**config.mk**
```make
export PLATFORM = sky130hd
export DESIGN_NAME = writeback_unit_flat
export DESIGN_NICKNAME = d
export VERILOG_FILES = /design/src/rtl/core_pkg.sv /design/src/rtl/writeback_unit_if.sv /design/src/rtl/wb_result_fifo.sv /design/src/rtl/writeback_unit.sv /design/src/flat_wrapper.sv
export SDC_FILE = /design/constraint.sdc
export NUM_CORES = 1
export LEC_CHECK = 0
export CORE_ASPECT_RATIO = 1.5
export CORE_MARGIN = 3
export CORE_UTILIZATION = 50
export DETAILED_ROUTE_END_ITERATION = 8
export PLACE_DENSITY = 0.77
export SLEW_MARGIN = 40
export SYNTH_ARGS = -nofsm -noshare
export SYNTH_HDL_FRONTEND = slang
export SYNTH_SLANG_ARGS = --single-unit
```
**constraint.sdc**
```tcl
create_clock -name clk -period 2.75 [get_ports clk]
set_clock_uncertainty 0.15 [all_clocks]
set_input_delay 0.6875 -clock clk [delete_from_list [all_inputs] [get_ports clk]]
set_output_delay 0.6875 -clock clk [all_outputs]
set_load 0.005 [all_outputs]
```
**src/rtl/core_pkg.sv**
```systemverilog
// Shared constants and result payload for the integer writeback path.
package core_pkg;

    localparam int unsigned XLEN      = 32;
    localparam int unsigned NREG      = 32;
    localparam int unsigned REG_IDX_W = $clog2(NREG);

    typedef logic [REG_IDX_W-1:0] reg_idx_t;

    // One completed result headed for the register file.
    typedef struct packed {
        reg_idx_t          rd;
        logic [XLEN-1:0]   data;
    } wb_result_t;

endpackage

```
**src/rtl/writeback_unit_if.sv**
```systemverilog
// Producer, issue/query and register-file write signals of the writeback unit.
interface writeback_unit_if;
    import core_pkg::*;

    logic            alu_valid;
    logic            alu_ready;
    reg_idx_t        alu_rd;
    logic [XLEN-1:0] alu_data;

    logic            mem_valid;
    logic            mem_ready;
    reg_idx_t        mem_rd;
    logic [XLEN-1:0] mem_data;

    logic            issue_valid;
    reg_idx_t        issue_rd;
    reg_idx_t        rs1_q;
    reg_idx_t        rs2_q;
    logic            rs1_busy;
    logic            rs2_busy;
    logic            rd_busy;

    reg_idx_t        wb_rd;
    logic [XLEN-1:0] write_back;
    logic            write_en;

    // Pipeline / decode side.
    modport master (
        output alu_valid, alu_rd, alu_data,
        output mem_valid, mem_rd, mem_data,
        output issue_valid, issue_rd, rs1_q, rs2_q,
        input  alu_ready, mem_ready, rs1_busy, rs2_busy, rd_busy,
        input  wb_rd, write_back, write_en
    );

    // Writeback unit side.
    modport slave (
        input  alu_valid, alu_rd, alu_data,
        input  mem_valid, mem_rd, mem_data,
        input  issue_valid, issue_rd, rs1_q, rs2_q,
        output alu_ready, mem_ready, rs1_busy, rs2_busy, rd_busy,
        output wb_rd, write_back, write_en
    );

endinterface

```
**src/rtl/wb_result_fifo.sv**
```systemverilog
// Small FIFO of pending memory results; head is read combinationally from storage.
module wb_result_fifo
    import core_pkg::*;
#(
    parameter int unsigned Depth = 4
) (
    input  logic                         clk,
    input  logic                         rst_n,
    input  logic                         push,
    input  wb_result_t                   push_data,
    input  logic                         pop,
    output wb_result_t                   pop_data,
    output logic [$clog2(Depth+1)-1:0]   count
);

    localparam int unsigned PtrW = $clog2(Depth);
    localparam int unsigned CntW = $clog2(Depth + 1);

    wb_result_t      mem_q [Depth];
    logic [PtrW-1:0] wr_ptr_q, rd_ptr_q;
    logic [CntW-1:0] count_q;

    // Pointer and occupancy state; power-of-two depth lets pointers wrap naturally.
    always_ff @(posedge clk) begin
        if (!rst_n) begin
            wr_ptr_q <= '0;
            rd_ptr_q <= '0;
            count_q  <= '0;
        end else begin
            if (push) wr_ptr_q <= wr_ptr_q + PtrW'(1);
            if (pop)  rd_ptr_q <= rd_ptr_q + PtrW'(1);
            unique case ({push, pop})
                2'b10:   count_q <= count_q + CntW'(1);
                2'b01:   count_q <= count_q - CntW'(1);
                default: count_q <= count_q;
            endcase
        end
    end

    // Payload storage needs no reset; occupancy alone defines validity.
    always_ff @(posedge clk) begin
        if (push) mem_q[wr_ptr_q] <= push_data;
    end

    assign pop_data = mem_q[rd_ptr_q];
    assign count    = count_q;

endmodule

```
**src/rtl/writeback_unit.sv**
```systemverilog
// Arbitrates ALU and memory results onto the register-file write port and
// tracks per-register outstanding writes for decode.
module writeback_unit
    import core_pkg::*;
#(
    parameter int unsigned MEM_DEPTH  = 4,
    parameter int unsigned STARVE_MAX = 4
) (
    input  logic             clk,
    input  logic             rst_n,
    writeback_unit_if.slave  bus
);

    localparam int unsigned CntW = $clog2(MEM_DEPTH + 1);
    localparam int unsigned StW  = $clog2(STARVE_MAX + 1);
    localparam logic [CntW-1:0] FullCnt   = CntW'(MEM_DEPTH);
    localparam logic [StW-1:0]  StarveLim = StW'(STARVE_MAX);

    logic [CntW-1:0] count;
    logic            fifo_nonempty;
    logic            fifo_force;
    logic            alu_ready;
    logic            mem_push;
    logic            grant_alu;
    logic            grant_fifo;

    wb_result_t      alu_res;
    wb_result_t      mem_res;
    wb_result_t      fifo_head;
    wb_result_t      sel_res;

    wb_result_t      wb_q;
    logic            we_q;
    logic [StW-1:0]  starve_q, starve_d;
    logic [NREG-1:0] busy_q, busy_d;

    assign alu_res = '{rd: bus.alu_rd, data: bus.alu_data};
    assign mem_res = '{rd: bus.mem_rd, data: bus.mem_data};

    // Full check uses registered count only, so a same-cycle pop never frees a slot early.
    assign mem_push = bus.mem_valid && (count < FullCnt);

    wb_result_fifo #(
        .Depth (MEM_DEPTH)
    ) u_fifo (
        .clk       (clk),
        .rst_n     (rst_n),
        .push      (mem_push),
        .push_data (mem_res),
        .pop       (grant_fifo),
        .pop_data  (fifo_head),
        .count     (count)
    );

    // Arbitration: ALU wins unless the FIFO is full or has been starved too long.
    always_comb begin
        fifo_nonempty = (count != '0);
        fifo_force    = (count == FullCnt) || (fifo_nonempty && (starve_q == StarveLim));
        alu_ready     = !fifo_force;
        grant_alu     = bus.alu_valid && alu_ready;
        grant_fifo    = fifo_nonempty && !grant_alu;
        sel_res       = grant_alu ? alu_res : fifo_head;
    end

    // Starve counter next state: counts ALU wins while memory results wait.
    always_comb begin
        starve_d = starve_q;
        if (grant_fifo || !fifo_nonempty) begin
            starve_d = '0;
        end else if (grant_alu && (starve_q != StarveLim)) begin
            starve_d = starve_q + StW'(1);
        end
    end

    // Scoreboard next state: clear on commit, then set on issue so a same-cycle set wins.
    always_comb begin
        busy_d = busy_q;
        if (we_q && busy_q[wb_q.rd]) busy_d[wb_q.rd] = 1'b0;
        if (bus.issue_valid && (bus.issue_rd != '0)) busy_d[bus.issue_rd] = 1'b1;
        busy_d[0] = 1'b0;
    end

    // Registered write port, starve counter and scoreboard.
    always_ff @(posedge clk) begin
        if (!rst_n) begin
            wb_q     <= '0;
            we_q     <= 1'b0;
            starve_q <= '0;
            busy_q   <= '0;
        end else begin
            if (grant_alu || grant_fifo) begin
                wb_q <= sel_res;
                we_q <= (sel_res.rd != '0);
            end else begin
                we_q <= 1'b0;
            end
            starve_q <= starve_d;
            busy_q   <= busy_d;
        end
    end

    assign bus.alu_ready  = alu_ready;
    assign bus.mem_ready  = (count < FullCnt);
    assign bus.wb_rd      = wb_q.rd;
    assign bus.write_back = wb_q.data;
    assign bus.write_en   = we_q;
    assign bus.rs1_busy   = busy_q[bus.rs1_q];
    assign bus.rs2_busy   = busy_q[bus.rs2_q];
    assign bus.rd_busy    = busy_q[bus.issue_rd];

endmodule

```
**src/flat_wrapper.sv**
```systemverilog
// flat-port wrapper written by rule: the top's interface ports become plain ports
module writeback_unit_flat import core_pkg::*;
#(
    parameter int unsigned MEM_DEPTH  = 4,
    parameter int unsigned STARVE_MAX = 4
)
  (clk, rst_n, bus_alu_valid, bus_alu_rd, bus_alu_data, bus_mem_valid, bus_mem_rd, bus_mem_data, bus_issue_valid, bus_issue_rd, bus_rs1_q, bus_rs2_q, bus_alu_ready, bus_mem_ready, bus_rs1_busy, bus_rs2_busy, bus_rd_busy, bus_wb_rd, bus_write_back, bus_write_en);
  writeback_unit_if bus_i ();
  input  logic clk;
  input  logic rst_n;
  input wire logic [$bits(bus_i.alu_valid)-1:0] bus_alu_valid;
  input wire logic [$bits(bus_i.alu_rd)-1:0] bus_alu_rd;
  input wire logic [$bits(bus_i.alu_data)-1:0] bus_alu_data;
  input wire logic [$bits(bus_i.mem_valid)-1:0] bus_mem_valid;
  input wire logic [$bits(bus_i.mem_rd)-1:0] bus_mem_rd;
  input wire logic [$bits(bus_i.mem_data)-1:0] bus_mem_data;
  input wire logic [$bits(bus_i.issue_valid)-1:0] bus_issue_valid;
  input wire logic [$bits(bus_i.issue_rd)-1:0] bus_issue_rd;
  input wire logic [$bits(bus_i.rs1_q)-1:0] bus_rs1_q;
  input wire logic [$bits(bus_i.rs2_q)-1:0] bus_rs2_q;
  output wire logic [$bits(bus_i.alu_ready)-1:0] bus_alu_ready;
  output wire logic [$bits(bus_i.mem_ready)-1:0] bus_mem_ready;
  output wire logic [$bits(bus_i.rs1_busy)-1:0] bus_rs1_busy;
  output wire logic [$bits(bus_i.rs2_busy)-1:0] bus_rs2_busy;
  output wire logic [$bits(bus_i.rd_busy)-1:0] bus_rd_busy;
  output wire logic [$bits(bus_i.wb_rd)-1:0] bus_wb_rd;
  output wire logic [$bits(bus_i.write_back)-1:0] bus_write_back;
  output wire logic [$bits(bus_i.write_en)-1:0] bus_write_en;
  assign bus_i.alu_valid = bus_alu_valid;
  assign bus_i.alu_rd = bus_alu_rd;
  assign bus_i.alu_data = bus_alu_data;
  assign bus_i.mem_valid = bus_mem_valid;
  assign bus_i.mem_rd = bus_mem_rd;
  assign bus_i.mem_data = bus_mem_data;
  assign bus_i.issue_valid = bus_issue_valid;
  assign bus_i.issue_rd = bus_issue_rd;
  assign bus_i.rs1_q = bus_rs1_q;
  assign bus_i.rs2_q = bus_rs2_q;
  assign bus_alu_ready = bus_i.alu_ready;
  assign bus_mem_ready = bus_i.mem_ready;
  assign bus_rs1_busy = bus_i.rs1_busy;
  assign bus_rs2_busy = bus_i.rs2_busy;
  assign bus_rd_busy = bus_i.rd_busy;
  assign bus_wb_rd = bus_i.wb_rd;
  assign bus_write_back = bus_i.write_back;
  assign bus_write_en = bus_i.write_en;
  writeback_unit #(.MEM_DEPTH(MEM_DEPTH), .STARVE_MAX(STARVE_MAX)) u_core (.clk(clk), .rst_n(rst_n), .bus(bus_i));
endmodule
```
==> run summary <==
POWER AND IR DROP
---------------------------------------------------------------------------------
Worst-case vdd ir drop                                                 0.000686 V
Switching portion of total power                                            27.6%
Switching pwr                                                             2.79 mW
Static Leakage                                                            4.45 nW
Combinational share of power                                                26.1%
Portion of total power attributed to the clock network                      29.1%
Part of the total power dissipated in sequential elements                   44.8%
Total internal power                                                      7.31 mW
Power per Cell Area                                                    787 nW/um2

FLOORPLANNING
---------------------------------------------------------------------------------
Starting density of the core                                                51.5%
Floorplan die height                                                       179 um
Top Ports                                                                     137
Total die area                                                         21,700 um2
Number of standard-cell rows in the floorplan                                  62
Placeable core region                                                  19,400 um2
Die X-Extent                                                               121 um

CLOCK TREE
---------------------------------------------------------------------------------
Htree depth                                                                     1
TritonCTS Sinks                                                               229
CTS tree                                                                     done
Clock latency on the worst-skew pair                                      0.49 ns
Clock-pin transition on the worst setup and hold timing paths             0.06 ns
Number of setup buffers added after CTS                                         0
CTS Hold Bufs                                                                   0
Root Buffer Master                                                      clkbuf_16
CTS Buffer Depth                                                                3
Number of buffers created by CTS                                               21

DRT
---------------------------------------------------------------------------------
Number of vias per cell after detailed routing                               6.00
Vias post-DR                                                                6,928
Total wire length                                                         26.1 mm
Wirelength per Cell                                                       22.6 um
DRC violations left                                                             0
Antenna-violating nets left                                                     0
Iteration-0 DRC count of the detailed router                                  579
Number of optimization iterations in the first detailed-route pass              7

WORST SETUP PATH
---------------------------------------------------------------------------------
CP required                                                               1.91 ns
Class of the most critical setup path                                   in -> out
Arrival time at the worst endpoint                                        2.27 ns
Worst Setup Start Kind                                                 input port
Maximum fanout along the worst path                                             5
Crit end category                                                     output port

HOLD PATH
---------------------------------------------------------------------------------
Type of the tightest min-delay check                                   reg -> reg

STA
---------------------------------------------------------------------------------
Highest Clock Rate                                                        322 MHz
Final count of pins violating max slew                                          0
Setup repair after global routing missed its margin                          true
Aggregate negative setup slack                                           -1.04 ns
Normalized max-slew margin                                                  63.6%
Count of final setup violators                                                  3
Ratio of final minimum period to clock period                                113%
Post-route minimum period                                                 3.11 ns
Transition time at the pin with the least slew margin                    0.545 ns
Final hold violation count                                                      0
Worst setup slack after layout                                          -0.356 ns

GRT
---------------------------------------------------------------------------------
Total global routing track utilization                                      24.0%
Global-route wire length before repair                                    40.0 mm
GR Overflow Total                                                               0
Vias in the first global route                                              7,398
Initial antenna violation count                                                 1
Largest net degree at the start of global routing                              31

FINISH
---------------------------------------------------------------------------------
Fillers                                                                     1,377
Growth of design area from synthesis to finish                              28.7%
Multi-input logic area                                                   3680 um2
Fraction of layout instances using a drive strength above 1                 22.3%
Core occupancy in the finished layout                                       66.2%
Register area                                                            6070 um2
NumNets Final                                                                 986

SYNTHESIS
---------------------------------------------------------------------------------
Average size of a mapped cell                                            14.2 um2
Gate count after technology mapping                                           705
Number of distinct library cells after synthesis                               41
Post-synth net total                                                          807
Post-Syn Area                                                            9980 um2
Yosys warns                                                                     0
Sequential-to-total area share from yosys stat                              60.8%
Post-synthesis register bit count                                             229

RUN STATUS
---------------------------------------------------------------------------------
Violations in the final reports                                      setup timing
Outcome                                                              finished, violations left

FLOW RUN
---------------------------------------------------------------------------------
Total of max-cap violations                                                     0

PLACE
---------------------------------------------------------------------------------
Worst-case setup slack after placement                                   -1.18 ns
Final weighted congestion of routability-driven global placement             1.09
Port Buffers                                                                  136
Half-perimeter wire length of the detailed placement result               18.4 mm

## what timing repair did
action / in CTS / in global routing
gates cloned: 5 / 0
endpoints found under the setup margin: 4 / 5
gates resized for setup: 55 / 4
pin swaps: 0 / 2
## through the flow
step	cell area, um2	total power, mW	hold WS (ns)	std cells
2_1_floorplan	10000	5.98	0.299	705
3_3_place_gp	12000	7.08	0.287	1112
3_5_place_dp	12000	7.20	0.294	1112
4_1_cts	12800	10.2	0.310	1154
5_1_grt	12800	10.5	0.336	1154
6_report	12800	10.1	0.305	1155
## Yosys cell counts, drive strengths merged
master	n	share of area (%)
or2	2	0.13
inv	15	0.56
nand3	9	0.50
a22o	5	0.44
mux4	69	16
ha	7	0.88
o21a	1	0.075
a21oi	32	1.6
xnor2	4	0.35
a21boi	1	0.075
dfxtp	81	16
o21ai	72	3.6
nor3	31	1.6
o211a	1	0.10
fa	1	0.20
nand2	50	1.9
nand4	2	0.13
or3	3	0.19
nand2b	2	0.13
nor2b	5	0.31
or3b	3	0.26
clkbuf	27	1.1
o311ai	1	0.088
mux2i	36	3.6
nand3b	5	0.38
o22a	1	0.088
xor2	2	0.18
edfxtp	148	45
buf	17	1.1
nor2	43	1.6
mux2	10	1.1
and2	12	0.75
nor3b	1	0.13
a31oi	3	0.19
o22ai	3	0.19
## layout by cell type (no fill, tap or decap), drive strengths merged, types with 7 or more instances in the layout
cell | synthesis | final
edfxtp | 148 | 148
clkdlybuf4s50 | 0 | 126
dfxtp | 81 | 81
o21ai | 72 | 72
buf | 17 | 70
mux4 | 69 | 69
nand2 | 50 | 50
nor2 | 43 | 43
mux2i | 36 | 36
a21oi | 32 | 32
nor3 | 31 | 31
clkbuf | 27 | 26
inv | 15 | 17
and2 | 12 | 12
mux2 | 10 | 10
nand3 | 9 | 9
ha | 7 | 7
## critical path, stage by stage
cell and delay [ns]:
buf_8 0.09, buf_12 0.11, mux4_2 0.49, mux4_2 0.48
mux2_4 0.29, buf_6 0.12
## final cells by class
type	count	share of cell area, %
flip-flops and latches	229	47.3
multi-input cells	417	28.6
repair buffers	200	15.8
clock buffers	26	4.24
well taps	256	2.49
clock inverters	11	1.09
inverters	15	0.438
diodes	1	0.0195
## cell families after synthesis
group | share of synthesized area [%]
AO/OA/AOI/OAI | 6.46
XOR/XNOR | 0.527
adder cells (fa/ha/maj) | 1.08
buffers and inverters | 2.68
flip-flops | 60.8
multiplexers | 20.5
AND/OR/NAND/NOR | 7.95
## state kept, by name, indices dropped and copies added (netlist names), named ones only
name                    count
u_core.bus.wb_rd            5
u_core.u_fifo.count         3
u_core.busy_q              31
u_core.bus.write_en         1
u_core.u_fifo.wr_ptr_q      2
u_core.u_fifo.rd_ptr_q      2
u_core.starve_q             3
u_core.bus.write_back      32
u_core.u_fifo.mem_q       148
## power by group through the flow
stage / Sequential [mW] / Combinational [mW] / Clock, mW
global placement: 4.56 / 2.53 / 0
global route: 4.58 / 2.85 / 3.12
floorplan: 4.41 / 1.57 / 0
finish: 4.53 / 2.64 / 2.94
CTS: 4.53 / 2.65 / 2.99
detailed placement: 4.59 / 2.61 / 0
## final timing paths
path,cells past startpoint,startpoint,slack [ns],endpoint
worst max-delay path,6,bus_rs1_q[0],-0.36,bus_rs1_busy
worst max register to register,12,u_core.starve_q[0],0.14,u_core.u_fifo.count[2]
worst min-delay path,2,u_core.bus.write_back[20],0.31,u_core.bus.write_back[20]
worst min register to register,2,u_core.bus.write_back[20],0.31,u_core.bus.write_back[20]
## metal layers
metal	part of all wire [%]	wire, um	global-route usage, %
met4	5.4	1400	11.8
met3	7.5	1950	5.02
met1	34	8940	26.3
met5	0	0	0
met2	53	13800	43.6
Note: power is estimated with default switching activity, not from simulation.
